==> config.mk <==
export PLATFORM = sky130hd
export DESIGN_NAME = fp_mul_pipe
export DESIGN_NICKNAME = d
export VERILOG_FILES = /design/src/rtl/fp_pkg.sv /design/src/rtl/fp_round_rne.sv /design/src/rtl/fp_mul_pipe.sv
export SDC_FILE = /design/constraint.sdc
export NUM_CORES = 1
export LEC_CHECK = 0
export CAP_MARGIN = 20
export CORE_ASPECT_RATIO = 1.25
export CORE_MARGIN = 2
export CORE_UTILIZATION = 46
export DETAILED_ROUTE_END_ITERATION = 8
export GPL_TIMING_DRIVEN = 0
export PLACE_DENSITY_LB_ADDON = 0.08
export SETUP_SLACK_MARGIN = 0.15
export SYNTH_ARGS = -nofsm -noshare
export SYNTH_HDL_FRONTEND = slang
export SYNTH_SLANG_ARGS = --single-unit
==> constraint.sdc <==
create_clock -name i_clk -period 5.15 [get_ports i_clk]
set_clock_uncertainty 0.15 [all_clocks]
set_input_delay 1.03 -clock i_clk [delete_from_list [all_inputs] [get_ports i_clk]]
set_output_delay 1.03 -clock i_clk [all_outputs]
set_load 0.05 [all_outputs]
==> src/rtl/fp_pkg.sv <==
// Shared definitions for the parametrised floating-point datapath:
// operand classes, exception flag bit positions and format helpers.
package fp_pkg;

    typedef enum logic [1:0] {
        FP_ZERO,
        FP_NORM,
        FP_INF,
        FP_NAN
    } fp_class_e;

    // Bit positions inside the 4-bit flag word {invalid, overflow, underflow, inexact}
    localparam int FLAG_INVALID   = 3;
    localparam int FLAG_OVERFLOW  = 2;
    localparam int FLAG_UNDERFLOW = 1;
    localparam int FLAG_INEXACT   = 0;

    function automatic int fp_bias(input int exp_w);
        return (1 << (exp_w - 1)) - 1;
    endfunction

    // Canonical quiet NaN: positive sign, all-ones exponent, top fraction bit set
    function automatic logic [63:0] fp_qnan(input int exp_w, input int man_w);
        logic [63:0] r;
        r = ((64'd1 << exp_w) - 64'd1) << man_w;
        r = r | (64'd1 << (man_w - 1));
        return r;
    endfunction

endpackage

==> src/rtl/fp_round_rne.sv <==
// Combinational normalise + round-to-nearest-even of a raw significand product.
// The product of two (MAN_W+1)-bit significands lies in [1,4); a leading one in
// the top bit means the value is >= 2 and the exponent moves up by one.
module fp_round_rne #(
    parameter int EXP_W = 5,
    parameter int MAN_W = 10
) (
    input  logic        [2*MAN_W+1:0] prod,
    input  logic signed [EXP_W+1:0]   exp_in,
    output logic        [MAN_W-1:0]   frac,
    output logic signed [EXP_W+1:0]   exp_out,
    output logic                      inexact
);

    localparam int PW = 2*MAN_W + 2;

    logic [PW-1:0]    norm;
    logic [MAN_W:0]   kept;
    logic             guard;
    logic             sticky;
    logic             up;
    logic [MAN_W+1:0] sum;

    function automatic logic rne_up(input logic lsb, input logic g, input logic s);
        return g & (s | lsb);
    endfunction

    // Align the leading one to the top bit, round, and renormalise on carry-out
    always_comb begin
        norm    = prod[PW-1] ? prod : (prod << 1);
        kept    = norm[PW-1:MAN_W+1];
        guard   = norm[MAN_W];
        sticky  = |norm[MAN_W-1:0];
        up      = rne_up(kept[0], guard, sticky);
        sum     = {1'b0, kept} + {{(MAN_W+1){1'b0}}, up};
        frac    = sum[MAN_W+1] ? sum[MAN_W:1] : sum[MAN_W-1:0];
        exp_out = exp_in
                + $signed({{(EXP_W+1){1'b0}}, prod[PW-1]})
                + $signed({{(EXP_W+1){1'b0}}, sum[MAN_W+1]});
        inexact = guard | sticky;
    end

endmodule

==> src/rtl/fp_mul_pipe.sv <==
// Three-stage pipelined floating-point multiplier with valid/ready flow control.
// S1 unpacks/classifies and multiplies significands, S2 normalises and rounds,
// S3 applies special-case priority and registers the packed result and flags.
module fp_mul_pipe
    import fp_pkg::*;
#(
    parameter int EXP_W = 5,
    parameter int MAN_W = 10
) (
    input  logic                   i_clk,
    input  logic                   i_rst_n,
    input  logic                   i_valid,
    output logic                   o_ready,
    input  logic [EXP_W+MAN_W:0]   i_a,
    input  logic [EXP_W+MAN_W:0]   i_b,
    output logic                   o_valid,
    input  logic                   i_ready,
    output logic [EXP_W+MAN_W:0]   o_res,
    output logic [3:0]             o_flags
);

    localparam int W  = 1 + EXP_W + MAN_W;
    localparam int PW = 2*MAN_W + 2;
    localparam logic signed [EXP_W+1:0] BIAS_S = (EXP_W+2)'(fp_bias(EXP_W));
    localparam logic signed [EXP_W+1:0] EMAX_S = (EXP_W+2)'((1 << EXP_W) - 1);
    localparam logic signed [EXP_W+1:0] ZERO_S = '0;
    localparam logic [W-1:0]            QNAN   = W'(fp_qnan(EXP_W, MAN_W));

    function automatic fp_class_e classify(input logic [EXP_W-1:0] e, input logic [MAN_W-1:0] f);
        if (e == '0)      return FP_ZERO;   // subnormals flushed to zero
        else if (e == '1) return (f != '0) ? FP_NAN : FP_INF;
        else              return FP_NORM;
    endfunction

    logic en;
    logic vld_p1, vld_p2;

    // S1 combinational results
    fp_class_e               cls_a_s1, cls_b_s1;
    logic                    sign_s1;
    logic signed [EXP_W+1:0] exp_s1;
    logic [PW-1:0]           prod_s1;

    // S1 -> S2 registers
    fp_class_e               cls_a_p1, cls_b_p1;
    logic                    sign_p1;
    logic signed [EXP_W+1:0] exp_p1;
    logic [PW-1:0]           prod_p1;

    // S2 combinational results
    logic [MAN_W-1:0]        frac_s2;
    logic signed [EXP_W+1:0] exp_s2;
    logic                    inexact_s2;

    // S2 -> S3 registers
    fp_class_e               cls_a_p2, cls_b_p2;
    logic                    sign_p2;
    logic signed [EXP_W+1:0] exp_p2;
    logic [MAN_W-1:0]        frac_p2;
    logic                    inexact_p2;

    // S3 combinational results
    logic [W-1:0]            res_s3;
    logic [3:0]              flags_s3;
    logic                    nan_in, inf_in, zero_in;

    assign en      = !o_valid || i_ready;
    assign o_ready = en;

    // S1: unpack, classify, exponent sum and significand product
    always_comb begin
        cls_a_s1 = classify(i_a[W-2:MAN_W], i_a[MAN_W-1:0]);
        cls_b_s1 = classify(i_b[W-2:MAN_W], i_b[MAN_W-1:0]);
        sign_s1  = i_a[W-1] ^ i_b[W-1];
        exp_s1   = $signed({2'b00, i_a[W-2:MAN_W]}) + $signed({2'b00, i_b[W-2:MAN_W]}) - BIAS_S;
        prod_s1  = {{(MAN_W+1){1'b0}}, 1'b1, i_a[MAN_W-1:0]}
                 * {{(MAN_W+1){1'b0}}, 1'b1, i_b[MAN_W-1:0]};
    end

    fp_round_rne #(
        .EXP_W (EXP_W),
        .MAN_W (MAN_W)
    ) u_round (
        .prod    (prod_p1),
        .exp_in  (exp_p1),
        .frac    (frac_s2),
        .exp_out (exp_s2),
        .inexact (inexact_s2)
    );

    // S3: special-case priority mux, then pack
    always_comb begin
        res_s3   = '0;
        flags_s3 = '0;
        nan_in   = (cls_a_p2 == FP_NAN)  || (cls_b_p2 == FP_NAN);
        inf_in   = (cls_a_p2 == FP_INF)  || (cls_b_p2 == FP_INF);
        zero_in  = (cls_a_p2 == FP_ZERO) || (cls_b_p2 == FP_ZERO);
        if (nan_in || (inf_in && zero_in)) begin
            res_s3                 = QNAN;
            flags_s3[FLAG_INVALID] = 1'b1;
        end else if (inf_in) begin
            res_s3 = {sign_p2, {EXP_W{1'b1}}, {MAN_W{1'b0}}};
        end else if (zero_in) begin
            res_s3 = {sign_p2, {(W-1){1'b0}}};
        end else if (exp_p2 >= EMAX_S) begin
            res_s3                  = {sign_p2, {EXP_W{1'b1}}, {MAN_W{1'b0}}};
            flags_s3[FLAG_OVERFLOW] = 1'b1;
            flags_s3[FLAG_INEXACT]  = 1'b1;
        end else if (exp_p2 <= ZERO_S) begin
            res_s3                   = {sign_p2, {(W-1){1'b0}}};
            flags_s3[FLAG_UNDERFLOW] = 1'b1;
            flags_s3[FLAG_INEXACT]   = 1'b1;
        end else begin
            res_s3                 = {sign_p2, exp_p2[EXP_W-1:0], frac_p2};
            flags_s3[FLAG_INEXACT] = inexact_p2;
        end
    end

    // Stage valids advance together whenever the output is free or being taken
    always_ff @(posedge i_clk or negedge i_rst_n) begin
        if (!i_rst_n) begin
            vld_p1  <= 1'b0;
            vld_p2  <= 1'b0;
            o_valid <= 1'b0;
        end else if (en) begin
            vld_p1  <= i_valid;
            vld_p2  <= vld_p1;
            o_valid <= vld_p2;
        end
    end

    // Datapath stage registers; contents are qualified by the stage valids
    always_ff @(posedge i_clk) begin
        if (en) begin
            cls_a_p1   <= cls_a_s1;
            cls_b_p1   <= cls_b_s1;
            sign_p1    <= sign_s1;
            exp_p1     <= exp_s1;
            prod_p1    <= prod_s1;
            cls_a_p2   <= cls_a_p1;
            cls_b_p2   <= cls_b_p1;
            sign_p2    <= sign_p1;
            exp_p2     <= exp_s2;
            frac_p2    <= frac_s2;
            inexact_p2 <= inexact_s2;
        end
    end

    // Output registers: load only real results so they stay put across bubbles and stalls
    always_ff @(posedge i_clk or negedge i_rst_n) begin
        if (!i_rst_n) begin
            o_res   <= '0;
            o_flags <= '0;
        end else if (en && vld_p2) begin
            o_res   <= res_s3;
            o_flags <= flags_s3;
        end
    end

endmodule

# Yosys cells after proc, flatten, opt, wreduce, memory -nomap -nowiden
# Cells that the tools add are included.
totals:
  elab_cells: 75
  out_inout_bits: 22
  input_bits: 36
  regBits: 80
op_classes:
  mul: 1
  add_sub_neg: 5
  bitwise: 6
  n_lt_le_gt_ge: 2
  muxes: 20
  n_eq_ne: 6
  n_reduce_logical: 17
ops:
  columns: ["cell", "n"]
  rows:
  - ["$mux W15", 4]
  - ["$mul A11 B11 Y22", 1]
  - ["$mux W22", 1]
  - ["$reduce_bool A10 Y1", 2]
  - ["$mux W16", 1]
  - ["$add A7 B2 Y7", 2]
  - ["$add A11 B1 Y12", 1]
  - ["$eq A5 B5 Y1 const B", 2]
  - ["$logic_not A5 Y1", 2]
  - ["$mux W1", 10]
  - ["$mux W10", 1]
  - ["$reduce_or A10 Y1", 1]
  - ["$mux W3", 3]
  - ["$eq A2 B2 Y1 const B", 4]
  - ["$ge A7 B6 Y1 const B", 1]
  - ["$le A7 B1 Y1 const B", 1]
  - ["$sub A6 B4 Y7 const B", 1]
  - ["$add A5 B5 Y6", 1]
  - ["$logic_or A1 B1 Y1", 5]
  - ["$logic_not A2 Y1", 2]
  - ["$reduce_or A2 Y1", 2]
  - ["$logic_and A1 B1 Y1", 2]
  - ["$not A1 Y1", 2]
  - ["$or A1 B1 Y1", 2]
  - ["other kinds (3)", 3]

# Logic depth before layout (Yosys ltp)
depth:
  ltp_word: 6
  depth_mapped: 19
  ltp_nobuf: 17

# Modules after synthesis
# A second synthesis with hierarchy kept.
hier_totals:
  cells_unflattened: 762
  hier_area_um2: 7664.9
by_module_without_submodules:
  columns: ["module", "n_inst", "seq_area_each_um2", "cells_each", "area_each_um2"]
  rows:
  - ["fp_mul_pipe", 1, 2287.2, 667, 6986.7]
  - ["fp_round_rne", 1, 0.0, 95, 678.2]

# Worst setup path before layout
# No wires, ideal clock.
synth_timing:
  path_type: "input to register"
  from: "in i_b[9]"
  to: "reg prod_p1[21] (data pin)"
  setup_time_ns: 0.180
  t_required_ns: 4.820
  stages: 18
  arrival_time_ns: 5.473
  n_path_buf: 2
  setup_slack_ns: -0.652
  cell_sequence: "clkbuf_1 > and2_1 > fa_1 > inv_1 > fa_1 > inv_1 > fa_1 > fa_1 > inv_1 > fa_1 > inv_1 > ha_1 > clkbuf_2 > and4_1 > o311a_1 > o21ai_1 > a211o_1 > a221oi_1"
synth_between:
  elab_chain_cells: 1
synth_rtl:
  columns: ["item", "line", "source"]
  rows:
  - ["start, declared", "fp_mul_pipe.sv:15", "input logic [EXP_W+MAN_W:0] i_b,"]
  - ["$mul A11 B11 Y22", "fp_mul_pipe.sv:77", "* {{(MAN_W+1){1'b0}}, 1'b1, i_b[MAN_W-1:0]};"]
  - ["net prod_s1[21]", "fp_mul_pipe.sv:42", "logic [PW-1:0] prod_s1;"]
  - ["end signal, assigned", "fp_mul_pipe.sv:139", "prod_p1 <= prod_s1;"]
  - ["end, declared", "fp_mul_pipe.sv:48", "logic [PW-1:0] prod_p1;"]
# The timed path passes the listed nets, and every way through them passes these cells.
# A chain may end at the register's enable or synchronous reset.

# Worst setup path after layout
layout_timing:
  from: "in i_b[9]"
  to: "reg prod_p1[20] (data pin)"
# Same word-level chain as after synthesis.

==> impl_metrics.tcl <==
set metrics [dict create \
    synth-seq-cells 80 \
    fill_cells 1408 \
    dpl.hpwl_mm 14.1 \
    max_slew_margin_pct 56.2 \
    placed_area_mm2 0.00890 \
    tightest_slew_ps 651 \
    synth_cell_types 64 \
    placementRows 53 \
    seqCellArea_mm2 0.00229 \
    p_sw_mw 2.95 \
    drive_above_1_share_pct 22.7 \
    cts-buffers-inserted 9 \
    gp_congestion 0.883 \
    ir_drop_mv 0.313 \
    cp.required_ps 5080 \
    cpPeakStageDelay_ps 550 \
    post-route-util_pct 60.5 \
    drt_iter0_markers 164 \
    syn-cell-area_mm2 0.00779 \
    cp_data_arrival_time_ps 5320 \
    grt_max_degree 48 \
    p_comb_share_pct 70.6 \
    cts_tree "built" \
    root_buffer "clkbuf_16" \
    p_int_mw 3.64 \
    wl_mm 17.8 \
    final_max_slew_viol_count 0 \
    antenna_cells 0 \
    clockBufferDepth 2 \
    synthTopCellsByArea "edfxtp_1, fa_1, ha_1" \
    vias 5894 \
    drc 0 \
    ys.flop_type "edfxtp_1" \
    synth_warnings 0 \
    postLayoutSetupSlackWorst_ps -235 \
    p_leak_nw 4.63 \
    yosysTopAreaCellShare_pct 22.0 \
    design.core.area_mm2 0.0167 \
    hold_path.class "reg -> reg" \
    initial_core_util_pct 46.6 \
    path_clk_slew_ps 60 \
    total_power_mw 6.59 \
    syn_nets 970 \
    end_kind "register" \
    status "finished with violations" \
    synthTopCellsByCount "inv_1, fa_1, nand2_1, ha_1, edfxtp_1" \
    routedWlPerCell_um 15.7 \
    antenna_found_initial 0 \
    startpoint_type "input port" \
    fmax_mhz 186 \
    dieWidth_um 120 \
    sw_frac_of_total_pct 44.8 \
    critPathKind "in -> reg" \
    clk_latency_ps 340 \
    setup_violations 10 \
    post-route-cell-area_mm2 0.0101 \
    syn_to_final_growth_pct 29.8 \
    yosysMostFrequentCell "inv_1" \
    period_share_pct 105 \
    synthCells 782 \
    async_flop_share_pct 28.7 \
    hold_viol_final 0 \
    port_buffers 55 \
    cp_cell_sequence "buf_8 > buf_8 > buf_4 > nand2_1 > fa_1 > inv_1 > fa_1 > fa_1 > fa_1 > inv_1 > fa_1 > inv_1 > ha_1 > clkbuf_8 > a21o_1 > a21o_1 > a21oi_4 > a41oi_2 > xor2_1" \
    multiInputGateArea_mm2 0.00525 \
    final_nets 1093 \
    cts_htree_levels 3 \
    clkPwrFrac_pct 10.5 \
    vias_per_cell 5.22 \
    cpMostUsedCell "fa_1" \
    yosysSeqAreaShare_pct 29.3 \
    violations "negative setup slack" \
    cts_sinks 80 \
    ant_nets 0 \
    first_global_vias 6289 \
    drt_pass1_iterations 4 \
    synth_edf_count 57 \
    layout_min_cycle_time_ps 5390 \
    yosys.area.top_type "edfxtp_1" \
    seqPwrFrac_pct 18.9 \
    worstPathMaxFanout 7 \
    grt.overflow.total 0 \
    power.density_mw_per_mm2 652 \
    dieArea_mm2 0.0180 \
    rsz0062_at_grt "true" \
    io_pins 58 \
    die_h_um 150 \
    cap_viol_max_count 0 \
    avgSynthCellArea_um2 9.97 \
    grtUsageTotal_pct 20.7 \
    cp_slowest_cell "fa_1" \
    grt_pass1_wl_mm 29.4 \
]
[sequential cells by signal (all words and copies together) (netlist names)]
signal and cells:
inexact_p2 1, cls_a_p1 2, cls_b_p1 2, vld_p2 1
sign_p1 1, cls_b_p2 2, cls_a_p2 2, o_flags 4
prod_p1 22, vld_p1 1, o_valid 1, frac_p2 10
exp_p1 7, o_res 16, sign_p2 1, exp_p2 7
[power by group through the flow]
stage          Combinational [mW]  Sequential [mW]  Clock, mW
5_1_grt                      5.08             1.28      0.731
3_5_place_dp                 3.66             1.26          0
3_3_place_gp                 3.56             1.25          0
2_1_floorplan                2.66             1.42          0
4_1_cts                      4.20             1.25      0.708
6_report                     4.66             1.24      0.692
[critical path: cells and delay by family]
kind,cells,cell delay [ps]
AOI/OAI and AO/OA,4,700
buffers and inverters,7,640
xor gates and xnor gates,1,170
adders and majority gates,6,2710
and+or+nand+nor,1,70
[kinds of logic after synthesis]
kind of cell | count (synthesis) | synth area share (%)
AOI/OAI and AO/OA | 109 | 9.95
xor gates and xnor gates | 34 | 3.82
adders and majority gates | 152 | 32.3
buffers and inverters | 172 | 8.41
DFF | 80 | 29.3
muxes | 11 | 1.53
and+or+nand+nor | 224 | 14.6
[per-stage QoR]
stage / instances / worst slack (ps) / hold slack (ps) / setup TNS (ps)
2_1_floorplan: 782 / -325 / 250 / -1980
3_3_place_gp: 1057 / -1250 / 254 / -14800
3_5_place_dp: 1058 / -1280 / 255 / -15450
4_1_cts: 1121 / -264 / 266 / -1600
5_1_grt: 1130 / -347 / 278 / -2610
6_report: 1130 / -235 / 266 / -1420
[repair_timing]
action | CTS | global route
endpoints found under the setup margin | 15 | 14
gates cloned | 1 | 0
setup buffers | 46 | 8
pin swaps | 41 | 33
gates resized for setup | 133 | 53
hold buffers | 0 | 0
[layout make-up]
type | instances | area share, %
inverter | 142 | 5.37
sequential | 80 | 22.6
timing repair buffer | 112 | 10.7
clock buffer | 9 | 2.23
multi-input combinational | 530 | 51.8
buffer | 30 | 3.53
clock inverter | 7 | 1.03
tap | 220 | 2.72
[final timing paths]
kind	from	end	slack, ps	depth (start not counted)
max	i_b[9]	prod_p1[20]	-240	19
min	cls_b_p1[0]	cls_b_p2[0]	270	0
max reg2reg	prod_p1[21]	exp_p2[6]	2020	11
min reg2reg	cls_b_p1[0]	cls_b_p2[0]	270	0
max in group asynchronous	i_rst_n	o_valid	3690	2
min in group asynchronous	i_rst_n	o_res[7]	790	1
[cell usage in the layout, fill, tap and decap left out, types with 13 or more instances in the layout]
cell,count
a21oi_1,14
xnor2_1,22
and2_1,41
buf_4,46
dfrtp_1,23
clkdlybuf4s50_1,39
inv_1,128
ha_1,60
nor2_1,30
fa_1,76
a21o_1,13
edfxtp_1,57
nand2_1,63
[per-layer routing]
layer / share of wire [%] / GRT usage [%] / up-vias
met1: 37 / 21.8 / 2884
li1: - / - / 2827
met3: 2.6 / 1.68 / 44
met2: 56 / 40.6 / 139
met5: 0 / 0 / -
met4: 4.2 / 10.2 / 0
No activity file was read; power rests on OpenSTA's default activity.
